**config.mk**
```make
export PLATFORM = sky130hd
export DESIGN_NAME = spi_master_multi
export DESIGN_NICKNAME = d
export VERILOG_FILES = /design/src/rtl/spi_master_multi.sv
export SDC_FILE = /design/constraint.sdc
export NUM_CORES = 1
export LEC_CHECK = 0
export CAP_MARGIN = 20
export CORE_MARGIN = 2
export CORE_UTILIZATION = 60
export DETAILED_ROUTE_END_ITERATION = 8
export GPL_TIMING_DRIVEN = 0
export PLACE_DENSITY = 0.86
export SLEW_MARGIN = 20
export SYNTH_ARGS = -nofsm -noshare
export SYNTH_HDL_FRONTEND = slang
export SYNTH_SLANG_ARGS = --single-unit
```
**constraint.sdc**
```tcl
create_clock -name clk -period 7.1 [get_ports clk]
set_input_delay 0.71 -clock clk [delete_from_list [all_inputs] [get_ports clk]]
set_output_delay 0.71 -clock clk [all_outputs]
set_load 0.05 [all_outputs]
```
**src/rtl/spi_master_multi.sv**
```systemverilog
// SPI master with runtime word length, clock divider, CPOL/CPHA, bit order,
// NUM_CS chip selects and abort. Configuration is frozen when a start is accepted.
module spi_master_multi #(
    parameter int DATA_W = 32,
    parameter int NUM_CS = 4
) (
    input  logic              clk,
    input  logic              rst_n,
    input  logic [31:0]       ctrl,
    input  logic [DATA_W-1:0] data_tx,
    output logic [DATA_W-1:0] data_rd,
    output logic              busy,
    output logic              done,
    input  logic              spi_i,
    output logic              spi_clk,
    output logic [NUM_CS-1:0] cs_n,
    output logic              spi_o
);
    localparam int NBW = $clog2(DATA_W + 1);
    localparam int EW  = NBW + 1;
    localparam logic [8:0]     NUM_CS_L = 9'(NUM_CS);
    localparam logic [6:0]     DATA_W_L = 7'(DATA_W);
    localparam logic [NBW-1:0] NB_ONE   = {{(NBW-1){1'b0}}, 1'b1};
    localparam logic [EW-1:0]  EDGE_ONE = {{(EW-1){1'b0}}, 1'b1};

    typedef enum logic [1:0] {
        IDLE  = 2'd0,
        SETUP = 2'd1,
        XFER  = 2'd2,
        HOLD  = 2'd3
    } state_t;

    state_t            state_r, state_nxt_s;
    logic              start_q_r, abort_q_r;
    logic              cpol_r, cpha_r, lsb_r;
    logic [7:0]        div_r, div_cnt_r;
    logic [NBW-1:0]    nbits_r;
    logic [EW-1:0]     edge_cnt_r;
    logic [DATA_W-1:0] tx_shift_r, rx_r, data_rd_r;
    logic              busy_r, done_r, spi_clk_r, spi_o_r;
    logic [NUM_CS-1:0] cs_n_r;

    logic [7:0]        div_s;
    logic [NBW-1:0]    nbits_s;
    logic [DATA_W-1:0] src_s, tx_next_s, rx_next_s;
    logic [NUM_CS-1:0] cs_mask_s;
    logic              first_bit_s, next_bit_s, cs_ok_s;
    logic              start_edge_s, abort_edge_s, tick_s, accept_s, abort_s;
    logic              edge_s, finish_s, leading_s, sample_s, shift_s, last_edge_s;
    logic              ctrl_unused_s;

    assign ctrl_unused_s = &{1'b0, ctrl[7:5], ctrl[30]};

    // Decode the live ctrl word into the configuration a start would latch.
    always_comb begin
        if (ctrl[15:8] == 8'd0) begin
            div_s = 8'd1;
        end else begin
            div_s = ctrl[15:8];
        end
        if ((ctrl[29:24] == 6'd0) || ({1'b0, ctrl[29:24]} > DATA_W_L)) begin
            nbits_s = NBW'(DATA_W);
        end else begin
            nbits_s = NBW'(ctrl[29:24]);
        end
        // A load in the start cycle wins over the previously loaded word.
        if (ctrl[0]) begin
            src_s = data_tx;
        end else begin
            src_s = tx_shift_r;
        end
        if (ctrl[4]) begin
            first_bit_s = src_s[0];
        end else begin
            first_bit_s = |(src_s & (DATA_W'(1'b1) << (nbits_s - NB_ONE)));
        end
        cs_ok_s   = ({1'b0, ctrl[23:16]} < NUM_CS_L);
        cs_mask_s = NUM_CS'(1'b1) << ctrl[23:16];
    end

    // Edge detection, event decode and next-state logic.
    always_comb begin
        start_edge_s = ctrl[1] & ~start_q_r;
        abort_edge_s = ctrl[31] & ~abort_q_r;
        tick_s       = (div_cnt_r == 8'd0);
        accept_s     = (state_r == IDLE) & start_edge_s & ~abort_edge_s & cs_ok_s;
        abort_s      = (state_r != IDLE) & abort_edge_s;
        edge_s       = ((state_r == SETUP) | (state_r == XFER)) & tick_s & ~abort_s;
        finish_s     = (state_r == HOLD) & tick_s & ~abort_s;
        leading_s    = ~edge_cnt_r[0];
        sample_s     = edge_s & (leading_s ^ cpha_r);
        // With CPHA=1 the first leading edge re-drives the bit already set up.
        if (cpha_r) begin
            shift_s = edge_s & leading_s & (edge_cnt_r != {EW{1'b0}});
        end else begin
            shift_s = edge_s & ~leading_s;
        end
        last_edge_s  = ((edge_cnt_r + EDGE_ONE) == {nbits_r, 1'b0});
        state_nxt_s  = state_r;
        case (state_r)
            IDLE: begin
                if (accept_s) begin
                    state_nxt_s = SETUP;
                end else begin
                    state_nxt_s = IDLE;
                end
            end
            SETUP: begin
                if (abort_s) begin
                    state_nxt_s = IDLE;
                end else if (edge_s) begin
                    state_nxt_s = XFER;
                end else begin
                    state_nxt_s = SETUP;
                end
            end
            XFER: begin
                if (abort_s) begin
                    state_nxt_s = IDLE;
                end else if (edge_s && last_edge_s) begin
                    state_nxt_s = HOLD;
                end else begin
                    state_nxt_s = XFER;
                end
            end
            HOLD: begin
                if (abort_s || finish_s) begin
                    state_nxt_s = IDLE;
                end else begin
                    state_nxt_s = HOLD;
                end
            end
            default: state_nxt_s = IDLE;
        endcase
    end

    // Shift-register next values for transmit and receive.
    always_comb begin
        if (lsb_r) begin
            tx_next_s  = tx_shift_r >> 1'b1;
            next_bit_s = tx_next_s[0];
            rx_next_s  = rx_r | (DATA_W'(spi_i) << edge_cnt_r[EW-1:1]);
        end else begin
            tx_next_s  = tx_shift_r << 1'b1;
            next_bit_s = |(tx_next_s & (DATA_W'(1'b1) << (nbits_r - NB_ONE)));
            rx_next_s  = {rx_r[DATA_W-2:0], spi_i};
        end
    end

    // FSM state register.
    always_ff @(posedge clk or negedge rst_n) begin
        if (!rst_n) begin
            state_r <= IDLE;
        end else begin
            state_r <= state_nxt_s;
        end
    end

    // Datapath: config latch, divider, edge counter, shifters and pin registers.
    always_ff @(posedge clk or negedge rst_n) begin
        if (!rst_n) begin
            start_q_r  <= 1'b0;
            abort_q_r  <= 1'b0;
            cpol_r     <= 1'b0;
            cpha_r     <= 1'b0;
            lsb_r      <= 1'b0;
            div_r      <= 8'd1;
            div_cnt_r  <= 8'd0;
            nbits_r    <= NBW'(DATA_W);
            edge_cnt_r <= {EW{1'b0}};
            tx_shift_r <= {DATA_W{1'b0}};
            rx_r       <= {DATA_W{1'b0}};
            data_rd_r  <= {DATA_W{1'b0}};
            busy_r     <= 1'b0;
            done_r     <= 1'b0;
            spi_clk_r  <= 1'b0;
            spi_o_r    <= 1'b0;
            cs_n_r     <= {NUM_CS{1'b1}};
        end else begin
            start_q_r <= ctrl[1];
            abort_q_r <= ctrl[31];
            done_r    <= 1'b0;
            if (abort_s) begin
                cs_n_r    <= {NUM_CS{1'b1}};
                spi_clk_r <= cpol_r;
                busy_r    <= 1'b0;
            end else if (accept_s) begin
                cpol_r     <= ctrl[2];
                cpha_r     <= ctrl[3];
                lsb_r      <= ctrl[4];
                div_r      <= div_s;
                nbits_r    <= nbits_s;
                div_cnt_r  <= div_s - 8'd1;
                edge_cnt_r <= {EW{1'b0}};
                tx_shift_r <= src_s;
                rx_r       <= {DATA_W{1'b0}};
                spi_o_r    <= first_bit_s;
                spi_clk_r  <= ctrl[2];
                cs_n_r     <= ~cs_mask_s;
                busy_r     <= 1'b1;
            end else if (state_r == IDLE) begin
                spi_clk_r <= ctrl[2];
                if (ctrl[0]) begin
                    tx_shift_r <= data_tx;
                end
            end else if (finish_s) begin
                cs_n_r    <= {NUM_CS{1'b1}};
                data_rd_r <= rx_r;
                done_r    <= 1'b1;
                busy_r    <= 1'b0;
            end else if (edge_s) begin
                spi_clk_r  <= ~spi_clk_r;
                edge_cnt_r <= edge_cnt_r + EDGE_ONE;
                div_cnt_r  <= div_r - 8'd1;
                if (sample_s) begin
                    rx_r <= rx_next_s;
                end
                if (shift_s) begin
                    tx_shift_r <= tx_next_s;
                    spi_o_r    <= next_bit_s;
                end
            end else begin
                div_cnt_r <= div_cnt_r - 8'd1;
            end
        end
    end

    assign data_rd = data_rd_r;
    assign busy    = busy_r;
    assign done    = done_r;
    assign spi_clk = spi_clk_r;
    assign cs_n    = cs_n_r;
    assign spi_o   = spi_o_r;
endmodule

```
Word level (Yosys, flattened, before mapping). Index checks and enable logic that the tools add are counted.

Add/subtract/negate cells: 6. Magnitude comparators: 2. Eq/ne operators: 9. Shift-type cells: 4. Multiplexer cells: 55. Bitwise gates (word level): 28. Reductions and logical operators: 27.

Operator list (count): $mux 32 (13); $and 32x32->32 (2); $reduce_or 32->1 (2); $shl 1x6->32 const A (2); $mux 8 (5); $or 32x32->32 (1); $shl 1x6->32 (1); $mux 7 (4); $sub 8x1->8 const B (3); $mux 1 (23); $logic_not 8->1 (2); $mux 4 (4); $and 1x1->1 (14); $reduce_and 4->1 (3); $sub 6x1->6 const B (2); $reduce_and 5->1 (2); $reduce_bool 3->1 (3); $lt 8x3->1 const B (1); $mux 2 (4); $not 1->1 (8); $pmux 2 s4 (1); $reduce_bool 2->1 (4); $shl 1x8->4 const A (1); $add 7x1->7 const B (1); 20 further kinds (25).

Register bits: 140. Output and inout port bits: 40. Word-level logic and storage cells: 149.

Longest topological paths before layout.
Depth after elaboration: 13. Depth in mapped cells: 12.

Least setup slack after synthesis. No wires, ideal clock.

Path type: in2reg. From: input ctrl[0]. To: register spi_o_r, in the netlist spi_o. Data arrival time: 2.393 ns. Slack: 4.577 ns. Stages on the path: 9. Path buffers: 3. Cell sequence: clkbuf_1 buf_2 buf_2 mux2i_1 nand2_1 a41oi_1 o21ai_0 nor4_1 o31ai_1.

Longest elaborated chain between the ends: 5.

RTL lines: start, declared (RTL line 9) `input logic [31:0] ctrl,`; $mux 32 (*); $and 32x32->32 (RTL line 75) `first_bit_s = |(src_s & (DATA_W'(1'b1) << (nbits_s - NB_ONE)));`; $reduce_or 32->1 (RTL line 75); $mux 1 (*) (RTL line 72) `if (ctrl[4]) begin`; $mux 1 (*) (RTL line 187) `end else if (accept_s) begin`; end signal, assigned (RTL line 197) `spi_o_r <= first_bit_s;`; end signal, assigned (RTL line 220) `spi_o_r <= next_bit_s;`; end, declared (RTL line 40) `logic busy_r, done_r, spi_clk_r, spi_o_r;`.

Mark *: on every way between the ends. The rest lies on a longest branch, timed or not. A chain may end at the register's enable or synchronous reset.

Worst setup path in the final report.
From: input ctrl[22]. To: register nbits_r[4].

Longest elaborated chain between the ends: 3.

RTL lines: $lt 8x3->1 (RTL line 77) `cs_ok_s = ({1'b0, ctrl[23:16]} < NUM_CS_L);`; $and 1x1->1 (RTL line 86) `accept_s = (state_r == IDLE) & start_edge_s & ~abort_edge_s & cs_ok_s;`; $reduce_and 2->1 (no source line); end signal, assigned (RTL line 169) `nbits_r <= NBW'(DATA_W);`; end signal, assigned (RTL line 192) `nbits_r <= nbits_s;`; end, declared (RTL line 37) `logic [NBW-1:0] nbits_r;`.

Every way passes these cells.

==> results.sh <==
export IMPL_synth_distinct_cells=66
export IMPL_ant_nets=0
export IMPL_grt_overflow_total=0
export IMPL_wirelength_mm=23.0
export IMPL_synthesis_area_sq_um=8110
export IMPL_synth_top_area_cell="dfrtp_1"
export IMPL_rsz0062_at_grt="no"
export IMPL_pwr_density_cell_nw_per_um2=217
export IMPL_finalPower_mw=2.17
export IMPL_crit_type="primary input to register"
export IMPL_cts_hold_buffers=0
export IMPL_gp_congestion=0.997
export IMPL_grt_max_degree=92
export IMPL_holdCritPathClass="primary input to asynchronous set/reset pin"
export IMPL_synthAdderAreaFrac=0.0108
export IMPL_ctsLongestPathBuffers=2
export IMPL_layout_setup_ws_ns=4.06
export IMPL_initialDrtViolationCount=742
export IMPL_grt_pass1_wl_mm=37.2
export IMPL_synth_edff_count=0
export IMPL_ctsResizeCount=0
export IMPL_path_clk_slew_ns=0.06
export IMPL_slew_viol_final=0
export IMPL_drive_above_1_share=0.127
export IMPL_cts_htree_levels=4
export IMPL_synth_area_top_cells="dfrtp_1 41%, mux2_2 7.2%, mux2i_1 6.4%"
export IMPL_die_x_microns=120
export IMPL_slew_headroom=0.431
export IMPL_synth_top_family_by_area="compound AO/OA/AOI/OAI gates"
export IMPL_dp_slack_ns=3.69
export IMPL_gr_usage_met1=0.421
export IMPL_fin_worst_skew_ns=0.00672
export IMPL_min_period_ns=3.04
export IMPL_avgSynthCellArea_sq_um=9.34
export IMPL_insertion_delay_ns=0.43
export IMPL_vdd_drop_max_mv=0.156
export IMPL_drc=0
export IMPL_worstPathMaxFanout=10
export IMPL_synth_seq_cells=140
export IMPL_register_area_sq_um=3510
export IMPL_r2r_cells=5
export IMPL_layout_common_cells="134 x dfrtp_1, 98 x clkdlybuf4s50_1, 96 x o21ai_0"
export IMPL_viasPerCell=6.32
export IMPL_cap_violations=0
export IMPL_post_route_period_util=0.428
export IMPL_grtUsageMet2=0.545
export IMPL_placed_cell_area_sq_um=9360
export IMPL_fp_dieH_microns=120
export IMPL_finalNetCount=1062
export IMPL_utilization=0.754
export IMPL_firstDrtPassIters=5
export IMPL_synth_compound_area_frac=0.194
export IMPL_initial_core_util=0.613
export IMPL_root_buffer="clkbuf_16"
export IMPL_place_detailed_hpwl_mm=16.2
export IMPL_met3_usage=0.0665
export IMPL_num_fill_cells=972
export IMPL_dr_total_vias=7441
export IMPL_synth_top_area_frac=0.413
export IMPL_clock_sinks=140
export IMPL_synth_xor_area_frac=0.0194
export IMPL_detail_route_wl_per_cell_microns=19.5
export IMPL_num_rows=42
export IMPL_io_buffer_count=99
export IMPL_coreArea_sq_um=13200
export IMPL_antenna_found_initial=0
export IMPL_leakage_nw=4.23
export IMPL_track_usage=0.327
export IMPL_setup_violations=0
export IMPL_synthMuxAreaShare=0.145
export IMPL_max_freq_ghz=0.329
export IMPL_cp_required_ns=7.47
export IMPL_cp_arrival_ns=3.41
export IMPL_cts_tree="yes"
export IMPL_yosys_area_share_simple=0.153
export IMPL_die_area_sq_um=14500
export IMPL_diodes=0
export IMPL_startpoint_type="primary input"
export IMPL_tightest_slew_ns=0.854
export IMPL_grt_pass1_vias=7293
export IMPL_top_usage_layer="met2"
export IMPL_outcome="finished clean"
export IMPL_yosys_warnings=0
export IMPL_hold_viol=0
export IMPL_finish_instance_area_sq_um=9980
export IMPL_cts_buffers=17
export IMPL_num_io_pins=107
export IMPL_ys_flop_type="dfrtp_1"
export IMPL_syn_num_nets=943
export IMPL_postSynthCellCount=869
export IMPL_final_common_cell="dfrtp_1"
export IMPL_cts_setup_buffers=0
export IMPL_async_flop_share=1.00
export IMPL_multiInputGateArea_sq_um=4240
export IMPL_worst_setup_path_end_kind="register"
export IMPL_syn_to_final_growth_pct=23.1
export IMPL_ys_seq_area_frac=0.433
[through the flow]
step,cells,hold slack (ns),setup TNS (ns)
4_1_cts,1177,0.199,0
2_1_floorplan,869,0.414,0
5_1_grt,1177,0.211,0
3_3_place_gp,1144,0.460,-18.04
3_5_place_dp,1145,0.467,0
6_report,1177,0.184,0
[power breakdown]
group | switching [mW] | leakage [nW] | internal [mW] | total [mW]
Combinational | 0.177 | 2.10 | 0.144 | 0.321
Sequential | 0.0597 | 1.83 | 0.846 | 0.906
Clock | 0.354 | 0.306 | 0.586 | 0.939
Total | 0.590 | 4.23 | 1.58 | 2.17
[per-layer routing]
metal  wire, microns  up-vias
met4             597        0
met2           11100      408
met1            9500     3573
met5               0        -
li1                -     3402
met3            1740       58
[Yosys cell counts, drive strengths merged (4+ instances only)]
| cell type | number |
|---|---|
| a32o | 7 |
| a31oi | 6 |
| o21bai | 4 |
| xor2 | 9 |
| nand3b | 7 |
| o211ai | 4 |
| clkbuf | 38 |
| nor3b | 5 |
| dfrtp | 134 |
| nand2b | 13 |
| nor3 | 26 |
| nand3 | 23 |
| a22oi | 4 |
| nand2 | 81 |
| buf | 29 |
| mux2i | 52 |
| a21oi | 80 |
| mux2 | 52 |
| dfstp | 6 |
| nand4 | 4 |
| o21ai | 97 |
| inv | 10 |
| a211oi | 21 |
| xnor2 | 9 |
| ha | 7 |
| or2 | 4 |
| nor2b | 8 |
| nor2 | 71 |
| nor4 | 5 |
| a211o | 6 |
| o31ai | 4 |
[kinds of logic (layout without fill, tap and decap cells)]
kind of cell / Yosys count / after routing
flops: 140 / 140
mux: 107 / 107
compound gates: 258 / 258
simple gates: 261 / 261
buf+inv: 78 / 210
xor+xnor: 18 / 18
fa+ha+maj: 7 / 7
[state kept, by name, indices dropped and copies added, names as in the netlist, 2 cells and up]
register    count
div_cnt_r       8
cs_n            4
div_r           8
tx_shift_r     32
state_r         2
nbits_r         6
rx_r           32
data_rd        32
edge_cnt_r      7
[final cells by class]
type | instances | area share
inverter | 11 | 0.00414
clock inverter | 11 | 0.0158
multi-input combinational | 651 | 0.424
buffer | 67 | 0.0326
tap | 176 | 0.0221
clock buffer | 21 | 0.0471
sequential | 140 | 0.352
timing repair buffer | 100 | 0.103
[worst paths after layout]
path                                        to    startpoint  slack (ns)
min in group clk                      div_r[6]      div_r[6]        0.48
max in group asynchronous       tx_shift_r[19]         rst_n        6.15
worst max-delay path                nbits_r[4]      ctrl[22]        4.06
worst min-delay path                  div_r[7]         rst_n        0.18
worst max register to register      data_rd[5]  div_cnt_r[1]        4.10
worst min register to register        div_r[6]      div_r[6]        0.48
[worst max-delay path, cell delays in order]
cell and delay, ns:
clkdlybuf4s50_1 0.39, nor4_1 0.36, and4_1 0.23, buf_2 0.20
buf_2 0.25, buf_1 0.50, buf_1 0.52, nand3b_1 0.14
nand2_1 0.09
(Power assumes the default switching activity.)
